$ cat src/rtl/udp_pkg.sv
// rtl/udp_pkg.sv - shared UDP transmit types and constants
package udp_pkg;

  localparam int UDP_MAX_SRC = 16;

  typedef struct packed {
    logic [31:0] ip_dest;
    logic [31:0] ip_src;
    logic [15:0] port_dest;
    logic [15:0] port_src;
  } udp_hdr_t;

  typedef struct packed {
    logic [31:0] tdata;
    logic [3:0]  tkeep;
    logic        tlast;
  } udp_axis_t;

  function automatic int udp_idx_w(input int n);
    return (n > 1) ? $clog2(n) : 1;
  endfunction

endpackage

$ cat src/rtl/rr_arbiter.sv
// rtl/rr_arbiter.sv - combinational round-robin picker starting after last_winner
// UDP_ARB_PRIO0_EN: request 0 wins outright, the rest rotate among themselves.
module rr_arbiter
  import udp_pkg::*;
#(
  parameter int N  = 4,
  parameter int IW = udp_idx_w(N)
) (
  input  logic [N-1:0]  req,
  input  logic [IW-1:0] last_winner,
  output logic [N-1:0]  gnt,
  output logic [IW-1:0] gnt_idx,
  output logic          any
);

  logic          found;
  logic [IW:0]   pos;
  logic [IW-1:0] idx;

  always_comb begin
    gnt     = '0;
    gnt_idx = '0;
    any     = |req;
    found   = 1'b0;
    pos     = '0;
    idx     = '0;
`ifdef UDP_ARB_PRIO0_EN
    if (req[0]) begin
      gnt[0] = 1'b1;
      found  = 1'b1;
    end
`endif
    // With priority on, req[0] is low whenever this search can still win, so 0 is skipped
    for (int k = 1; k <= N; k++) begin
      pos = {1'b0, last_winner} + (IW+1)'(k);
      if (pos >= (IW+1)'(N)) pos = pos - (IW+1)'(N);
      idx = pos[IW-1:0];
      if (!found && req[idx]) begin
        found    = 1'b1;
        gnt[idx] = 1'b1;
        gnt_idx  = idx;
      end
    end
  end

endmodule

$ cat src/rtl/udp_tx_arbiter.sv
// rtl/udp_tx_arbiter.sv - packet-level arbiter sharing one UDP tx datapath between sources
// UDP_ARB_PRIO0_EN: source 0 gets strict priority at each arbitration.
module udp_tx_arbiter
  import udp_pkg::*;
#(
  parameter int N_SRC = 4
) (
  input  logic                   clk,
  input  logic                   reset_n,
  input  logic [N_SRC-1:0][31:0] s_hdr_ip_dest_i,
  input  logic [N_SRC-1:0][31:0] s_hdr_ip_src_i,
  input  logic [N_SRC-1:0][15:0] s_hdr_port_dest_i,
  input  logic [N_SRC-1:0][15:0] s_hdr_port_src_i,
  input  logic [N_SRC-1:0][31:0] s_tdata_i,
  input  logic [N_SRC-1:0][3:0]  s_tkeep_i,
  input  logic [N_SRC-1:0]       s_tlast_i,
  input  logic [N_SRC-1:0]       s_tvld_i,
  output logic [N_SRC-1:0]       s_trdy_o,
  output logic [31:0]            m_hdr_ip_dest_o,
  output logic [31:0]            m_hdr_ip_src_o,
  output logic [15:0]            m_hdr_port_dest_o,
  output logic [15:0]            m_hdr_port_src_o,
  output logic [31:0]            m_tdata_o,
  output logic [3:0]             m_tkeep_o,
  output logic                   m_tlast_o,
  output logic                   m_tvld_o,
  input  logic                   m_trdy_i,
  output logic [N_SRC-1:0]       grant_o
);

  localparam int IW = udp_idx_w(N_SRC);
  localparam logic [0:0] ST_IDLE = 1'b0;
  localparam logic [0:0] ST_SEND = 1'b1;

  logic [0:0]       state_q;
  logic [N_SRC-1:0] grant_q;
  logic [N_SRC-1:0] arb_gnt;
  logic [IW-1:0]    gidx_q;
  logic [IW-1:0]    last_q;
  logic [IW-1:0]    arb_idx;
  logic             arb_any;
  logic             out_free;
  logic             accept;
  udp_hdr_t         hdr_sel;
  udp_hdr_t         hdr_q;
  udp_axis_t        beat_sel;
  udp_axis_t        beat_q;

  rr_arbiter #(
    .N  (N_SRC),
    .IW (IW)
  ) u_rr_arbiter (
    .req         (s_tvld_i),
    .last_winner (last_q),
    .gnt         (arb_gnt),
    .gnt_idx     (arb_idx),
    .any         (arb_any)
  );

  // grant_q is zero outside SEND, so ready is just the grant gated by output space
  assign out_free = ~m_tvld_o | m_trdy_i;
  assign s_trdy_o = grant_q & {N_SRC{out_free}};
  assign accept   = |(s_tvld_i & s_trdy_o);
  assign grant_o  = grant_q;

  always_comb begin
    hdr_sel.ip_dest   = s_hdr_ip_dest_i[gidx_q];
    hdr_sel.ip_src    = s_hdr_ip_src_i[gidx_q];
    hdr_sel.port_dest = s_hdr_port_dest_i[gidx_q];
    hdr_sel.port_src  = s_hdr_port_src_i[gidx_q];
    beat_sel.tdata    = s_tdata_i[gidx_q];
    beat_sel.tkeep    = s_tkeep_i[gidx_q];
    beat_sel.tlast    = s_tlast_i[gidx_q];
  end

  always_ff @(posedge clk or negedge reset_n) begin
    if (!reset_n) begin
      state_q <= ST_IDLE;
      grant_q <= '0;
      gidx_q  <= '0;
      last_q  <= IW'(N_SRC - 1);
    end else begin
      case (state_q)
        ST_IDLE: begin
          if (arb_any) begin
            grant_q <= arb_gnt;
            gidx_q  <= arb_idx;
            state_q <= ST_SEND;
          end
        end
        default: begin
          if (accept && beat_sel.tlast) begin
            last_q  <= gidx_q;
            grant_q <= '0;
            state_q <= ST_IDLE;
          end
        end
      endcase
    end
  end

  always_ff @(posedge clk or negedge reset_n) begin
    if (!reset_n) begin
      m_tvld_o <= 1'b0;
      hdr_q    <= '0;
      beat_q   <= '0;
    end else if (accept) begin
      m_tvld_o <= 1'b1;
      hdr_q    <= hdr_sel;
      beat_q   <= beat_sel;
    end else if (m_trdy_i) begin
      m_tvld_o <= 1'b0;
    end
  end

  assign m_hdr_ip_dest_o   = hdr_q.ip_dest;
  assign m_hdr_ip_src_o    = hdr_q.ip_src;
  assign m_hdr_port_dest_o = hdr_q.port_dest;
  assign m_hdr_port_src_o  = hdr_q.port_src;
  assign m_tdata_o         = beat_q.tdata;
  assign m_tkeep_o         = beat_q.tkeep;
  assign m_tlast_o         = beat_q.tlast;

endmodule

$ cat config.mk
export PLATFORM = sky130hd
export DESIGN_NAME = udp_tx_arbiter
export DESIGN_NICKNAME = d
export VERILOG_FILES = /design/src/rtl/udp_pkg.sv /design/src/rtl/rr_arbiter.sv /design/src/rtl/udp_tx_arbiter.sv
export SDC_FILE = /design/constraint.sdc
export NUM_CORES = 1
export LEC_CHECK = 0
export CAP_MARGIN = 20
export CORE_AREA = 2 2 265 267
export CTS_CLUSTER_DIAMETER = 40
export DETAILED_ROUTE_END_ITERATION = 8
export DIE_AREA = 0 0 267 269
export SYNTH_ARGS = -nofsm -noshare
export SYNTH_HDL_FRONTEND = slang
export SYNTH_HIERARCHICAL = 1
export SYNTH_SLANG_ARGS = --single-unit
$ cat constraint.sdc
create_clock -name clk -period 4.1 [get_ports clk]
set_input_delay 0.41 -clock clk [delete_from_list [all_inputs] [get_ports clk]]
set_output_delay 0.41 -clock clk [all_outputs]
set_load 0.02 [all_outputs]
==> results by group, run 1 <==
Place
  – Pre-CTS WS: 1070 ps
  – Detail Placement HPWL: 33.6 mm
  – # port buffers: approximately 700
  – Final Wtd Congestion: around 0.84
  – Post-Place Cell Area: 17400 um^2

Clocking
  – CTS Buf Count: 17
  – Worst-path clk slew: 60 ps
  – Max Buffers Root-to-Sink: 2
  – Clock root cell: clkbuf_16
  – Skew-Pair Late Insertion Delay: roughly 470 ps
  – # H-tree levels: 4
  – Clock Sinks: 143
  – Post-CTS sizing: 0
  – Clock tree from TritonCTS: done

Run status
  – Status: finished, final reports clean

Final layout
  – Post-layout util: roughly a quarter
  – Fin nets: around 1800
  – Fillers: slightly above 7000
  – Diode count: 0
  – Final instance area: 18000 um^2
  – Layout cell share with drive strength beyond 1: between 20% and 30%
  – Area grow syn2layout: 88.1%

Job
  – Max-cap violation count: 0

Floorplanning
  – Die X-Extent: roughly 270 um
  – Num ports: a little under 700
  – Initial core utilization: approximately 14%
  – Rows: 97
  – Die Ht: around 270 um
  – Core footprint: a little under 70000 um^2
  – Die ar.: around 72000 um^2

Synth
  – Post-synth EDFFs: 0
  – Async SR Flop Fraction: 100%
  – Yosys warns: 6
  – Flops & latches, synth: 143
  – Post-synthesis cell type count: 41
  – Post-Syn Instances: around 570
  – Synth Flop Type: dfrtp_1
  – Syn avg cell area: 16.8 um^2
  – Synthesized Nets: roughly 1100
  – Syn Std Cell Area: roughly 9500 um^2
  – Register area share after synthesis: between 30 and 40%

Setup path
  – WP data required: between 4000 and 5000 ps
  – Critical path type: flip-flop to flip-flop
  – Worst-path maximum fanout: 17
  – Worst setup SP type: flip-flop
  – Critical Path End Type: flip-flop
  – WP data arrival: 3240 ps

Timing
  – Final setup fails: 0
  – Fmax: 345 MHz
  – RSZ-0062 raised after global routing: no
  – Worst rel slew slack: 33.1%
  – Final count of pins violating max slew: 0
  – Worst-Margin Slew: ~1000 ps
  – Final TNS setup: 0 ps
  – Tcrit/Tclk final: 70.7%
  – Final hold viol count: 0
  – PnR worst setup slack: between 1000 and 1500 ps
  – Clock skew: between 10 and 15 ps
  – Minimum clock period: just under 3000 ps

Routing
  – Post-DRT Antenna Nets: 0
  – DR WL/cell: between 15 and 20 um
  – Number of DRC markers in iteration 0: 300
  – Vias per cell: around 3.8
  – DRT Pass-1 Iters: 5
  – DRC viols: 0
  – Final wirelength: 41.6 mm
  – Vias: between 8000 and 9000

Global route
  – Number of global-route vias before repair: ~9000
  – Antenna violations before repair: 4
  – Tot GR Track Use: 11.0%
  – Grt total ovfl: 0
  – First-pass GRT wire length: between 50 and 60 mm
  – Largest net degree at the start of global routing: slightly below 70

Power and ir drop
  – Total power draw: 12.0 mW
  – Cell leakage power: around 6.7 nW
  – Max VDD drop: approximately 0.00034 V
  – PD cells: ~670 nW/um^2

Hold path
  – Worst Hold Class: flip-flop to flip-flop
-- layout by cell type, fill, tap and decap left out, types with 2 or more instances in the layout --
cell               n
inv_1              3
and3_1             8
mux2_2            57
and2_1             4
mux2i_4            3
o21ai_0            7
o22ai_1            7
inv_8              5
ha_1               8
dfrtp_1          139
dfstp_2            2
clkdlybuf4s50_1  679
nand2_1           11
nor2_1            11
inv_6              7
clkbuf_16         17
a211oi_1           2
buf_4              7
a22oi_1            3
nor2b_1            3
mux2i_1            2
mux2_4            81
o2bb2ai_1          4
a22o_1             2
a2111oi_1          3
dfrtp_4            2
mux4_2           133
buf_12             6
mux2_1             2
nand2b_1           5
a21oi_1            2
nand4_1            2
-- stage by stage --
step                      hold slack (ps)  instances
after global placement                469       2151
after floorplan                       114        569
after detailed placement              477       2151
after global routing                  523       2184
final                                 493       2184
after CTS                             503       2184
-- metal layers --
metal  vias to the layer above  share of wire, %  GRT usage (%)
li1                       3646                 -              -
met1                      4212                38           12.5
met2                       422                52           19.4
met3                        48               7.2           3.26
met4                         4               2.5           4.33
met5                         -             0.065              0
-- critical path: stages, from the launching register on --
cell and delay, ps:
dfstp_2 770, inv_1 210, ha_1 660, nand2b_1 170
o22ai_1 70, a2111oi_1 500, o2bb2ai_1 120, a22oi_1 160
o21ai_0 100
-- where the power goes --
group	switching (mW)	internal, mW
registers	0.754	2.18
clock network	0.737	0.865
logic	3.07	4.39
-- kinds of logic (layout without fill, tap and decap cells) --
| family | after synthesis | after routing | synth area share, % |
|---|---|---|---|
| AO/OA/AOI/OAI | 37 | 37 | 2.84 |
| multiplexers | 279 | 279 | 52.1 |
| flip-flops | 143 | 143 | 37.5 |
| adder cells (fa/ha/maj) | 8 | 8 | 1.05 |
| AND/OR/NAND/NOR | 48 | 48 | 2.60 |
| buffers and inverters | 54 | 729 | 3.85 |
-- sequential cells by signal, indices dropped and copies added (netlist names) --
signal and flops:
last_q 2, m_hdr_ip_src_o 32, m_tvld_o 1, m_hdr_port_src_o 16, m_tdata_o 32, state_q 1, m_hdr_port_dest_o 16, m_tkeep_o 4
grant_o 4, m_hdr_ip_dest_o 32, m_tlast_o 1, gidx_q 2
-- worst paths after layout --
check                      startpoint                    end  slack (ps)  cells after the start
hold reg to reg             m_tlast_o              m_tlast_o         490                      1
setup reg to reg            last_q[0]             grant_o[1]        1200                      8
setup / recovery            last_q[0]             grant_o[1]        1200                      8
hold / removal              m_tlast_o              m_tlast_o         490                      1
min in group asynchronous     reset_n  m_hdr_port_dest_o[11]         540                      2
max in group asynchronous     reset_n           m_tdata_o[3]        2740                      3
-- Yosys cell counts (all sizes together), types with 4 or more instances --
library cell / count / area, um^2
dfrtp: 141 / 3530
mux2: 140 / 1880
mux4: 133 / 3000
buf: 35 / 297
clkbuf: 16 / 60.1
nand2: 11 / 41.3
nor2: 11 / 41.3
and3: 8 / 50.1
ha: 8 / 100
o21ai: 7 / 35.0
o22ai: 7 / 43.8
mux2i: 6 / 101
nand2b: 5 / 31.3
a2111oi: 4 / 45.0
and2: 4 / 25.0
o2bb2ai: 4 / 35.0
-- area by class of cell --
class	instances	area, um^2	share of cell area (%)
Clock buffer	17	425	2.37
Clock inverter	15	160	0.892
Inverter	3	11.3	0.0627
Multi-Input combinational cell	372	5600	31.2
Sequential cell	143	3590	20.0
Tap cell	940	1180	6.55
Timing Repair Buffer	694	6990	38.9
-- timing repair --
item                      CTS  global route
hold buffers                1             0
buffers inserted            0             0
hold endpoints to repair   63             0
Note: power is estimated with default switching activity, not from simulation.
==> inputs of run 2 (changes only) <==
Clock period 4.1 ns to 2.5 ns, I/O delays scaled along.
==> run 2 against run 1 <==
Compared with the run above: power rose by 67%; count of clock-buffer cells in the layout did not move; flip-flop and latch count did not move; critical path depth did not move; worst hold slack got worse by 130 ps; via count rose by 1.6%; non-clock buffer count rose by 26; highest routed layer unchanged; wire length rose by 1.5%; sequential power rose by 48%; first-iteration DRC count rose by 27%.
==> results by group, run 2 (synthesis results as in run 1) <==
Routing
  – Post-DRT Antenna Nets: 0 (unchanged)
  – DRC viols: 0 (unchanged)
  – Number of DRC markers in iteration 0: 380 (+27%)
  – Vias per cell: 3.83 (+0.36%)
  – Final wirelength: 42.2 mm (+1.5%)
  – Vias: 8465 (+1.6%)
  – DRT Pass-1 Iters: 5 (unchanged)
  – DR WL/cell: 19.1 um (+0.23%)

Floorplanning
  – Die Ht: 269 um (unchanged)
  – Core footprint: 69300 um^2 (unchanged)
  – Num ports: 681 (unchanged)
  – Die X-Extent: 267 um (unchanged)
  – Die ar.: 71800 um^2 (unchanged)
  – Rows: 97 (unchanged)
  – Initial core utilization: 13.8% (unchanged)

Setup path
  – Critical Path End Type: flip-flop
  – Worst Setup EP: grant_o[2]
  – Critical path type: flip-flop to flip-flop
  – Worst setup SP type: flip-flop
  – Reg2reg end: grant_o[2]
  – Worst-path maximum fanout: 10 (-7)
  – R2R depth: 8 (unchanged)
  – WP data arrival: 2730 ps (-510 ps)
  – R2R Setup Slk: 110 ps (-1090 ps)
  – Critical Path Source: last_q[0]
  – Critical R2R Launch: last_q[0]
  – WP data required: 2840 ps (-1600 ps)

Timing
  – Worst rel slew slack: 51.8% (+19 points)
  – Final hold viol count: 0 (unchanged)
  – RSZ-0062 raised after global routing: no
  – Clock skew: 14.9 ps (+2.83 ps)
  – Worst-Margin Slew: 723 ps (-281 ps)
  – Minimum clock period: 2390 ps (-511 ps)
  – Final setup fails: 0 (unchanged)
  – Tcrit/Tclk final: 95.5% (+25 points)
  – Final count of pins violating max slew: 0 (unchanged)
  – Final TNS setup: 0 ps (unchanged)
  – Fmax: 419 MHz (+21%)

Job
  – Max-cap violation count: 0 (unchanged)

Clocking
  – CTS Buf Count: 17 (unchanged)
  – # H-tree levels: 4 (unchanged)
  – Max Buffers Root-to-Sink: 2 (unchanged)
  – Clock root cell: clkbuf_16
  – Clock tree from TritonCTS: done
  – Skew-Pair Late Insertion Delay: 470 ps (about the same)
  – Worst-path clk slew: 80 ps (+20 ps)
  – Post-CTS setup buffers: 0 (unchanged)
  – Clock Sinks: 143 (unchanged)

Global route
  – First-pass GRT wire length: 58.6 mm (+1.7%)
  – Tot GR Track Use: 11.2% (+0.15 points)
  – Antenna violations before repair: 5 (+1)
  – Largest net degree at the start of global routing: 65 (-4.4%)
  – Number of global-route vias before repair: 9056 (+1.0%)
  – Grt total ovfl: 0 (unchanged)

Place
  – Detail Placement HPWL: 34.0 mm (+1.4%)
  – # port buffers: 680 (unchanged)
  – Final Wtd Congestion: 0.909 (+8.4%)

Power and ir drop
  – Cell leakage power: 6.82 nW (+2.1%)
  – Power share of the sequential group: 21.6% (-2.8 points)
  – Clock Power Share: 13.2% (-0.2 points)
  – Total power draw: 20.1 mW (+67%)
  – Switching Fraction: 37.8% (-0.23 points)
  – Psw: 7.58 mW (+66%)
  – P_int: 12.5 mW (+68%)
  – Share of total power in combinational logic: 65.2% (+3.0 points)
  – PD cells: 1100 nW/um^2 (+65%)
  – Max VDD drop: 0.000486 V (+45%)

Final layout
  – Commonest non-fill, non-tap cell in the layout: clkdlybuf4s50_1
  – Fin nets: 1804 (+1.5%)
  – Area grow syn2layout: 91.0%
  – Layout cell share with drive strength beyond 1: 27.9% (+1.5 points)
  – Most frequent cells in the layout: 679 x clkdlybuf4s50_1, 139 x dfrtp_1, 133 x mux4_2, 81 x mux2_4, 57 x mux2_2
  – Fillers: 7069 (-0.62%)

Run status
  – Status: finished, final reports clean

Hold path
  – Worst Hold Class: input port to async pin
run 2: cell types whose count changed in the layout (fill, tap and decap cells not counted), sizes merged:
cell | previous run | this run
clkinvlp | 1 | 2
clkinv | 1 | 4
inv | 15 | 11
diode | 0 | 1
buf | 14 | 40
run 2: worst min-delay path by stage:
stage	from	endpoint	slack, ps	depth (start not counted)
CTS	reset_n	m_hdr_ip_src_o[0]	360	2
global placement	reset_n	m_hdr_ip_src_o[0]	320	1
global route	reset_n	m_hdr_ip_src_o[0]	380	2
finish	reset_n	m_hdr_ip_src_o[0]	360	2
floorplan	reset_n	gidx_q[0]	-50	0
detailed placement	reset_n	m_hdr_ip_src_o[0]	330	1
run 2: cell type report:
| type | count | area [um^2] | area share (%) |
|---|---|---|---|
| tap | 940 | 1180 | 6.45 |
| clock buffer | 17 | 425 | 2.33 |
| sequential | 143 | 3590 | 19.7 |
| timing repair buffer | 720 | 7250 | 39.7 |
| clock inverter | 15 | 170 | 0.933 |
| inverter | 3 | 11.3 | 0.0618 |
| antenna | 1 | 2.50 | 0.0137 |
| multi-input combinational | 372 | 5610 | 30.8 |
run 2: timing repair:
item,4_1_cts,5_1_grt
hold buffers,1,0
endpoints found under the hold margin,54,0
endpoints found under the setup margin,0,4
resized for setup,0,1
run 2: stage by stage:
| stage | util (%) | cell area (um^2) | hold slack (ps) | instances | setup WS [ps] |
|---|---|---|---|---|---|
| 2_1_floorplan | - | 9550 | -45.6 | 569 | 123 |
| 3_3_place_gp | 25.4 | 17600 | 321 | 2177 | 266 |
| 3_5_place_dp | 25.4 | 17600 | 333 | 2177 | 66.6 |
| 4_1_cts | 26.3 | 18200 | 364 | 2210 | 46.3 |
| 5_1_grt | 26.3 | 18200 | 380 | 2211 | 3.79 |
| 6_report | 26.3 | 18200 | 358 | 2211 | 112 |
run 2: power groups by stage:
stage	logic [mW]	clock network (mW)	registers (mW)
after floorplan	6.80	0	5.62
after global placement	13.1	0	4.35
after detailed placement	13.2	0	4.37
after CTS	13.2	2.80	4.36
after global routing	13.8	2.89	4.50
final	13.1	2.64	4.33
run 2: critical path: stages (launching register included):
cell and delay, ps:
dfstp_2 560, inv_1 60, ha_1 480, nand2b_1 170, o22ai_1 100, a2111oi_1 520, o2bb2ai_1 110, a22oi_1 170
o21ai_0 100
run 2: layer usage:
metal	share of wire (%)	routed length [um]	track usage, %	vias to the layer above
met1	37	15800	12.5	4286
met3	8.2	3470	3.74	58
met4	3.0	1250	4.90	8
met2	51	21700	19.3	420
li1	-	-	-	3693
met5	0.12	51	0	-
